## config.mk

```make
export PLATFORM = sky130hd
export DESIGN_NAME = sc_stream_counter
export DESIGN_NICKNAME = d
export VERILOG_FILES = /design/src/rtl/sc_stream_counter.sv
export SDC_FILE = /design/constraint.sdc
export NUM_CORES = 1
export LEC_CHECK = 0
export BUFFER_PORTS_ARGS = -buffer_cell sky130_fd_sc_hd__buf_4
export CAP_MARGIN = 20
export CORE_ASPECT_RATIO = 0.75
export CORE_UTILIZATION = 51
export DETAILED_ROUTE_END_ITERATION = 12
export GPL_TIMING_DRIVEN = 0
export PLACE_DENSITY = 0.79
export SKIP_CTS_REPAIR_TIMING = 1
export SLEW_MARGIN = 20
export SYNTH_ARGS = -nofsm -noshare
export SYNTH_HDL_FRONTEND = slang
export SYNTH_SLANG_ARGS = --single-unit
```

## constraint.sdc

```tcl
create_clock -name clk -period 1.8 [get_ports clk]
set_input_delay 0.36 -clock clk [delete_from_list [all_inputs] [get_ports clk]]
set_output_delay 0.36 -clock clk [all_outputs]
set_load 0.05 [all_outputs]
```

## src/rtl/sc_stream_counter.sv

```systemverilog
// Stochastic-to-binary converter: counts ones in a programmable window of valid
// stream bits and holds the count on a valid/ready result port until accepted.
module sc_stream_counter #(
  parameter int CNT_W = 8
) (
  input  logic             clk,
  input  logic             rst,
  input  logic             bit_in,
  input  logic             bit_vld,
  input  logic             start,
  input  logic [CNT_W-1:0] win_len,
  output logic             busy,
  output logic [CNT_W-1:0] out_cnt,
  output logic [CNT_W-1:0] out_len,
  output logic             out_vld,
  input  logic             out_rdy
);

  typedef enum logic [1:0] {
    ST_IDLE  = 2'd0,
    ST_ACCUM = 2'd1,
    ST_HOLD  = 2'd2
  } state_t;

  localparam logic [CNT_W-1:0] ZERO = {CNT_W{1'b0}};
  localparam logic [CNT_W-1:0] ONE  = {{(CNT_W-1){1'b0}}, 1'b1};

  state_t           state_r, state_s;
  logic [CNT_W-1:0] acc_r, acc_s;
  logic [CNT_W-1:0] rem_r, rem_s;
  logic [CNT_W-1:0] len_r, len_s;
  logic [CNT_W-1:0] out_cnt_r, out_cnt_s;
  logic [CNT_W-1:0] out_len_r, out_len_s;
  logic             out_vld_r, out_vld_s;
  logic             busy_r, busy_s;
  logic [CNT_W-1:0] bit_ext_s;
  logic             start_ok_s;

  assign bit_ext_s  = {{(CNT_W-1){1'b0}}, bit_in};
  assign start_ok_s = start && (win_len != ZERO);

  // Next-state and datapath: latch window on start, count valid bits, hold result
  always_comb begin
    state_s   = state_r;
    acc_s     = acc_r;
    rem_s     = rem_r;
    len_s     = len_r;
    out_cnt_s = out_cnt_r;
    out_len_s = out_len_r;
    out_vld_s = out_vld_r;
    busy_s    = busy_r;
    case (state_r)
      ST_IDLE: begin
        if (start_ok_s) begin
          state_s = ST_ACCUM;
          len_s   = win_len;
          acc_s   = ZERO;
          rem_s   = win_len;
          busy_s  = 1'b1;
        end else begin
          state_s = ST_IDLE;
        end
      end
      ST_ACCUM: begin
        if (bit_vld) begin
          if (rem_r == ONE) begin
            // Final bit goes straight into the result so out_vld rises on this edge
            state_s   = ST_HOLD;
            out_cnt_s = acc_r + bit_ext_s;
            out_len_s = len_r;
            out_vld_s = 1'b1;
            busy_s    = 1'b0;
            acc_s     = ZERO;
            rem_s     = ZERO;
          end else begin
            acc_s = acc_r + bit_ext_s;
            rem_s = rem_r - ONE;
          end
        end else begin
          state_s = ST_ACCUM;
        end
      end
      ST_HOLD: begin
        if (out_rdy) begin
          out_vld_s = 1'b0;
          if (start_ok_s) begin
            state_s = ST_ACCUM;
            len_s   = win_len;
            acc_s   = ZERO;
            rem_s   = win_len;
            busy_s  = 1'b1;
          end else begin
            state_s = ST_IDLE;
          end
        end else begin
          state_s = ST_HOLD;
        end
      end
      default: begin
        state_s   = ST_IDLE;
        acc_s     = ZERO;
        rem_s     = ZERO;
        out_vld_s = 1'b0;
        busy_s    = 1'b0;
      end
    endcase
  end

  // State and result registers with asynchronous active-low reset
  always_ff @(posedge clk or negedge rst) begin
    if (!rst) begin
      state_r   <= ST_IDLE;
      acc_r     <= ZERO;
      rem_r     <= ZERO;
      len_r     <= ZERO;
      out_cnt_r <= ZERO;
      out_len_r <= ZERO;
      out_vld_r <= 1'b0;
      busy_r    <= 1'b0;
    end else begin
      state_r   <= state_s;
      acc_r     <= acc_s;
      rem_r     <= rem_s;
      len_r     <= len_s;
      out_cnt_r <= out_cnt_s;
      out_len_r <= out_len_s;
      out_vld_r <= out_vld_s;
      busy_r    <= busy_s;
    end
  end

  assign busy    = busy_r;
  assign out_cnt = out_cnt_r;
  assign out_len = out_len_r;
  assign out_vld = out_vld_r;

endmodule

```

After elaboration in Yosys (flattened, before gate mapping)
Index checks and enable logic that the tools add are counted.
Operators by class
  reduce and logical (&&, ||, !) cells: 9
  $add $sub $neg: 2
  multiplexer cells: 27
  bitwise gates (word level): 1
  equal/unequal tests: 7
Operator list (number)
  $mux W8: 10
  $pmux W8 S3: 2
  $pmux W8 S2: 1
  $add A8 B1 Y8: 1
  $eq A8 B1 Y1 const B: 1
  $mux W1: 8
  $reduce_bool A8 Y1: 1
  $sub A8 B1 Y8 const B: 1
  $mux W2: 3
  $ne A2 B2 Y1 const B: 3
  $pmux W1 S3: 2
  $pmux W2 S3: 1
  $reduce_and A3 Y1: 2
  $reduce_and A2 Y1: 2
  $reduce_and A4 Y1: 1
  $ne A3 B3 Y1 const B: 1
  $eq A2 B1 Y1 const B: 1
  $eq A2 B2 Y1 const B: 1
  $logic_not A2 Y1: 1
  $reduce_bool A2 Y1: 1
  $logic_and A1 B1 Y1: 1
  $not A1 Y1: 1
Word-level totals
  bits in registers: 44
  input bits: 14
  logic and storage cells: 54
  output and inout port bits: 18

Longest topological paths before layout
Gate-level depths: netlist (run 1).
  depth after elaboration: 5
  depth in mapped cells: 7
  gate-level depth less buffers: 6

Worst setup path before layout (run 1)
No wires, ideal clock.
  path kind: flip-flop to flip-flop
  start: reg rem_r[3]
  end: reg acc_r[7]
  arrival time: 1697 ps
  setup time: 124 ps
  path buffers: 1
  setup slack: -21 ps
  cell stages (with the launch flop): 6
  cells stage by stage: dfrtp_1 > buf_6 > or4_4 > o211a_4 > nor3b_1 > a211o_1
Between the ends
  cells in the longest elaborated chain, start to end: 4
Ends and longest elaborated chain
  from (decl): line 30  | logic [CNT_W-1:0] rem_r, rem_s;
  from (signal assigned): line 123  | rem_r <= rem_s;
  $eq A8 B1 Y1: line 66  | if (rem_r == ONE) begin
  $mux W8: line 66
  $mux W8: line 65  | if (bit_vld) begin
  $pmux W8 S3: line 52  | case (state_r)
  to (signal assigned): line 122  | acc_r <= acc_s;
  to (decl): line 29  | logic [CNT_W-1:0] acc_r, acc_s;
Every way passes these cells. The select of a mux whose other input is x is not followed.
A chain may end at the register's enable or synchronous reset.

Worst setup path after layout (run 1)
  start: reg rem_r[6]
  end: reg acc_r[7]
The elaborated chain is that of the path after synthesis.

==> results of run 1 <==
## sequential cells by signal (all words and copies together) (netlist names)
name / flops
out_vld: 1
rem_r: 8
acc_r: 8
out_cnt: 8
busy: 1
state_r: 2
len_r: 8
out_len: 8
## power breakdown
group | internal (uW) | total [uW] | switching, uW | leakage [uW]
clock | 311 | 671 | 360 | 0.0000434
sequential | 1270 | 1530 | 267 | 0.000555
combinational | 671 | 1550 | 881 | 0.000673
## how the worst max path moves through the flow
stage / depth (start not counted) / slack [ps] / start / end
3_3_place_gp: 6 / -310 / rem_r[1] / out_len[5]
5_1_grt: 4 / -70 / rem_r[6] / acc_r[7]
2_1_floorplan: 5 / 0.4 / rem_r[3] / acc_r[7]
6_report: 4 / -40 / rem_r[6] / acc_r[7]
3_5_place_dp: 6 / -320 / rem_r[1] / out_len[3]
4_1_cts: 6 / -350 / rem_r[1] / out_len[3]
## metrics by stage
step / total power (uW) / area [um^2]
2_1_floorplan: 2520 / 2200
3_3_place_gp: 2880 / 2500
3_5_place_dp: 2920 / 2500
4_1_cts: 3590 / 2600
5_1_grt: 4000 / 2750
6_report: 3760 / 2750
## final cells by class
cell class | count | share of cell area [%]
Buffer | 10 | 2.82
Multi-Input combinational cell | 155 | 39.8
Inverter | 4 | 0.683
Clock inverter | 2 | 0.546
Clock buffer | 6 | 3.00
Tap cell | 55 | 2.50
Timing Repair Buffer | 38 | 10.5
Sequential cell | 44 | 40.1
## Yosys cell counts, types with 3 or more instances
library cell,count
clkbuf_1,3
a21oi_1,4
xor2_1,4
ha_1,4
nor2_1,12
o21ai_0,12
inv_1,3
a22oi_1,3
nand2_1,36
nand2b_1,3
nor2b_1,5
o211ai_1,4
dfrtp_1,44
and3_1,7
o22ai_1,4
a221o_1,4
o2bb2ai_1,6
nand3_1,8
buf_2,5
mux2_2,10
## layer usage
| metal | track usage, % | vias up |
|---|---|---|
| met2 | 36.9 | 59 |
| met1 | 35.2 | 866 |
| met4 | 9.97 | 0 |
| met5 | 0 | - |
| li1 | - | 867 |
| met3 | 5.12 | 10 |
## logic make-up (layout without fill, tap and decap cells)
kind of cell	Yosys count	after routing	synth area share, %
AO/OA/AOI/OAI	52	52	18.3
adder cells (fa/ha/maj)	4	4	2.28
XOR/XNOR	6	6	2.39
multiplexers	10	10	5.13
flip-flops	44	44	50.2
buffers and inverters	14	60	3.19
AND/OR/NAND/NOR	83	83	18.5
==> flow_metrics.tcl, run 1 <==
set metrics [dict create \
    wl_met1_um 2460 \
    ys_top_cells_by_area "dfrtp_1 (50%), nand2_1 (6.2%), mux2_2 (5.1%)" \
    route.met2.wl_um 2340 \
    cts_buffer_depth 2 \
    yosysWarningCount 0 \
    wl_met3_um 306 \
    drtPass1Iterations 5 \
    grt_pass1_wl_um 8340 \
    syn-num-nets 231 \
    cp_data_arrival_time_ps 2040 \
    worstMarginPinSlew_ps 717 \
    yosysTopAreaCell "dfrtp_1" \
    die_w_um 77.7 \
    maxSlewViolCount 0 \
    rows 20 \
    synth_seq_cells 44 \
    final_util_pct 67.4 \
    ant_nets 0 \
    grt_usage_pct 24.6 \
    synthCells 213 \
    fin_skew_ps 8.89 \
    drtIter0Drc 78 \
    topRoutingLayerUsed "met4" \
    hold_class "in2async" \
    power.density_nw_per_um2 1370 \
    multi_input_area_um2 1090 \
    place_inst 299 \
    mostFrequentLayoutCells "dfrtp_1 (42), buf_4 (40), nand2_1 (36)" \
    violations "negative setup slack" \
    numCtsBuffers 5 \
    n_fill_cell 339 \
    cp_slowest_cell "or4_4" \
    synth_top_area_share_pct 50.2 \
    place_congestion 0.940 \
    drv_cap 0 \
    num_antenna_cells 0 \
    clk_pin_slew_ps 90 \
    clk_latency_ps 310 \
    r2r_start "rem_r[6]" \
    synth-edff-count 0 \
    place_hpwl_um 3560 \
    layout_commonest_cell "dfrtp_1" \
    fin_hold_ws_ps 31.2 \
    cp_data_required_time_ps 2000 \
    die_y_um 58.8 \
    finalSetupTns_ps -43.1 \
    syn2layout_area_growth_pct 25.3 \
    antenna_found_initial 0 \
    avgViaCountPerCell 5.74 \
    startpoint_type "flop" \
    cp_num_buf_inv 0 \
    synth_area_um2 2190 \
    syn_area_per_cell_um2 10.3 \
    regArea_um2 1100 \
    vias 1802 \
    slowest_delay_ps 590 \
    synthFlopType "dfrtp_1" \
    place_ws_ps -316 \
    cp_top_family "simple AND/OR/NAND/NOR gates" \
    fin_nets 276 \
    clock-root-buffer "clkbuf_8" \
    async_flop_share_pct 100 \
    overflow 0 \
    rsz0062_at_grt "yes" \
    status "complete, but fails checks" \
    r2r_end "acc_r[7]" \
    core_um2 4080 \
    min_period_over_period_pct 102 \
    drive_gt1_share_pct 32.4 \
    grt_pass1_vias 1709 \
    cp_max_fo 6 \
    cts_sinks 44 \
    yosysSeqAreaShare_pct 50.2 \
    max_freq_ghz 0.543 \
    p_leak_uw 0.00127 \
    critPathKind "reg2reg" \
    hold_violations 0 \
    r2r_cells 4 \
    wl_per_cell_um 16.6 \
    grt_max_degree 45 \
    wl_um 5200 \
    fin_ws_ps -42.1 \
    htree_levels 2 \
    numPortBuffers 31 \
    ir_worst_vdd_mv 0.650 \
    yosysUniqueCellTypes 47 \
    remaining_drc_errors 0 \
    tritoncts "yes" \
    r2r_setup_slack_ps -40 \
    dieArea_um2 4570 \
    crit_chain "or4_4 -> o211a_4 -> nor3b_2 -> a211o_1" \
    ioPinCount 32 \
    critPathCaptureType "flop" \
    setup_viol 2 \
    start_util_pct 53.8 \
    min_period_ps 1840 \
    final_cells 314 \
    relSlewSlack_pct 51.7 \
]
No activity file was read; power rests on OpenSTA's default activity.
==> run 2: changes to the inputs <==
--- a/config.mk
+++ b/config.mk
@@ -12,6 +12,7 @@
 export DETAILED_ROUTE_END_ITERATION = 12
 export GPL_TIMING_DRIVEN = 0
 export PLACE_DENSITY = 0.79
+export REMOVE_ABC_BUFFERS = 1
 export SKIP_CTS_REPAIR_TIMING = 1
 export SLEW_MARGIN = 20
 export SYNTH_ARGS = -nofsm -noshare
==> run 2 against run 1 <==
Critical endpoint unchanged. Via count is 6.2% higher. Highest routed layer unchanged. Core utilization is 1.4 points higher. The run still ends with negative setup slack left. Fmax is 1.7% higher. Worst hold slack better by 26 ps. Total power is 5.5% higher. First-iteration DRC count grew to 2.7 times the previous value.
==> flow_metrics.tcl, run 2 (synthesized netlist as in run 1, its figures left out) <==
set metrics [dict create \
    status "complete, but fails checks" \
    violations "negative setup slack" \
    critPathKind "reg2reg" \
    r2r_start "rem_r[4]" \
    r2r_cells 4 \
    clk_latency_ps 290 \
    mostFrequentLayoutCells "buf_4 (49), dfrtp_1 (40), nand2_1 (36)" \
    critPathCaptureType "flop" \
    rsz0062_at_grt "yes" \
    ant_nets 0 \
    place_congestion 0.915 \
    max_freq_ghz 0.552 \
    tritoncts "yes" \
    avgViaCountPerCell 6.05 \
    die_w_um 77.7 \
    fin_hold_ws_ps 57.3 \
    drtPass1Iterations 4 \
    start_util_pct 53.8 \
    htree_levels 2 \
    relSlewSlack_pct 49.7 \
    clock-root-buffer "clkbuf_8" \
    grt_pass1_wl_um 8000 \
    cts_buffer_depth 2 \
    wl_um 5530 \
    crit_path_start "rem_r[4]" \
    grt_usage_pct 22.8 \
    cp_max_fo 6 \
    min_period_ps 1810 \
    drtIter0Drc 214 \
    final_util_pct 68.8 \
    min_period_over_period_pct 101 \
    place_ws_ps -764 \
    drv_cap 0 \
    drive_gt1_share_pct 34.5 \
    vias 1913 \
    maxSlewViolCount 0 \
    worstMarginPinSlew_ps 746 \
    cp_data_required_time_ps 1980 \
    rows 20 \
    clk_pin_slew_ps 90 \
    n_fill_cell 291 \
    startpoint_type "flop" \
    ir_worst_vdd_mv 0.792 \
    cp_data_arrival_time_ps 1990 \
    r2r_setup_slack_ps -10 \
    power_uw 3960 \
    cts_sinks 44 \
    fin_nets 278 \
    final_cells 316 \
    power.density_nw_per_um2 1410 \
    core_um2 4080 \
    grt_pass1_vias 1632 \
    remaining_drc_errors 0 \
    syn2layout_area_growth_pct 27.9 \
    setup.worst_path.end "acc_r[7]" \
    setup_viol 3 \
    p_leak_uw 0.00131 \
    die_y_um 58.8 \
    hold_violations 0 \
    fin_skew_ps 5.82 \
    layout_commonest_cell "buf_4" \
    r2r_end "acc_r[7]" \
    numCtsBuffers 5 \
    wl_per_cell_um 17.5 \
    num_antenna_cells 0 \
    fin_ws_ps -11.7 \
    grt_max_degree 45 \
    antenna_found_initial 0 \
    overflow 0 \
    hold_class "in2async" \
    place_hpwl_um 3470 \
    dieArea_um2 4570 \
    place_inst 290 \
    ioPinCount 32 \
    numPortBuffers 31 \
]
-- run 2: cell types whose count changed in the layout (fill, tap and decap cells not counted), sizes merged --
| cell | change |
|---|---|
| clkbuf | -4 |
| buf | +5 |
| clkinvlp | -1 |
| bufinv | +1 |
| inv | +1 |
-- run 2: where the power goes --
part / switching (uW) / internal [uW]
Combinational: 896 / 721
Clock: 353 / 418
Sequential: 303 / 1270
Total: 1550 / 2410
-- run 2: worst min-delay path by stage --
stage	endpoint	slack, ps
finish	acc_r[7]	60
global placement	out_cnt[0]	390
detailed placement	out_cnt[0]	390
floorplan	acc_r[0]	60
CTS	rem_r[0]	70
global route	rem_r[6]	90
-- run 2: area by class of cell --
type / instances / area [um^2] / share of cell area (%)
clock inverters: 3 / 46.3 / 1.65
repair buffers: 50 / 379 / 13.5
inverters: 4 / 18.8 / 0.669
clock buffers: 5 / 68.8 / 2.45
well taps: 55 / 68.8 / 2.45
multi-input cells: 155 / 1120 / 39.9
flip-flops and latches: 44 / 1110 / 39.4
-- run 2: through the flow --
| stage | instance area [um^2] | setup TNS, ps |
|---|---|---|
| 6_report | 2810 | -21.9 |
| 2_1_floorplan | 2140 | -7900 |
| 5_1_grt | 2810 | -428 |
| 4_1_cts | 2570 | -14290 |
| 3_3_place_gp | 2440 | -27500 |
| 3_5_place_dp | 2450 | -19370 |
-- run 2: critical path, cell delays in order (launching register included) --
cell	delay, ps
dfrtp_2	440
or4_4	590
o211a_4	300
nor3b_1	140
a211o_1	220
-- run 2: per-layer routing --
| metal | global-route usage (%) | part of all wire [%] | vias to the layer above |
|---|---|---|---|
| li1 | - | - | 873 |
| met1 | 33.6 | 43 | 941 |
| met2 | 34.6 | 49 | 93 |
| met3 | 4.19 | 7.0 | 6 |
| met4 | 7.01 | 1.2 | 0 |
| met5 | 0 | 0 | - |
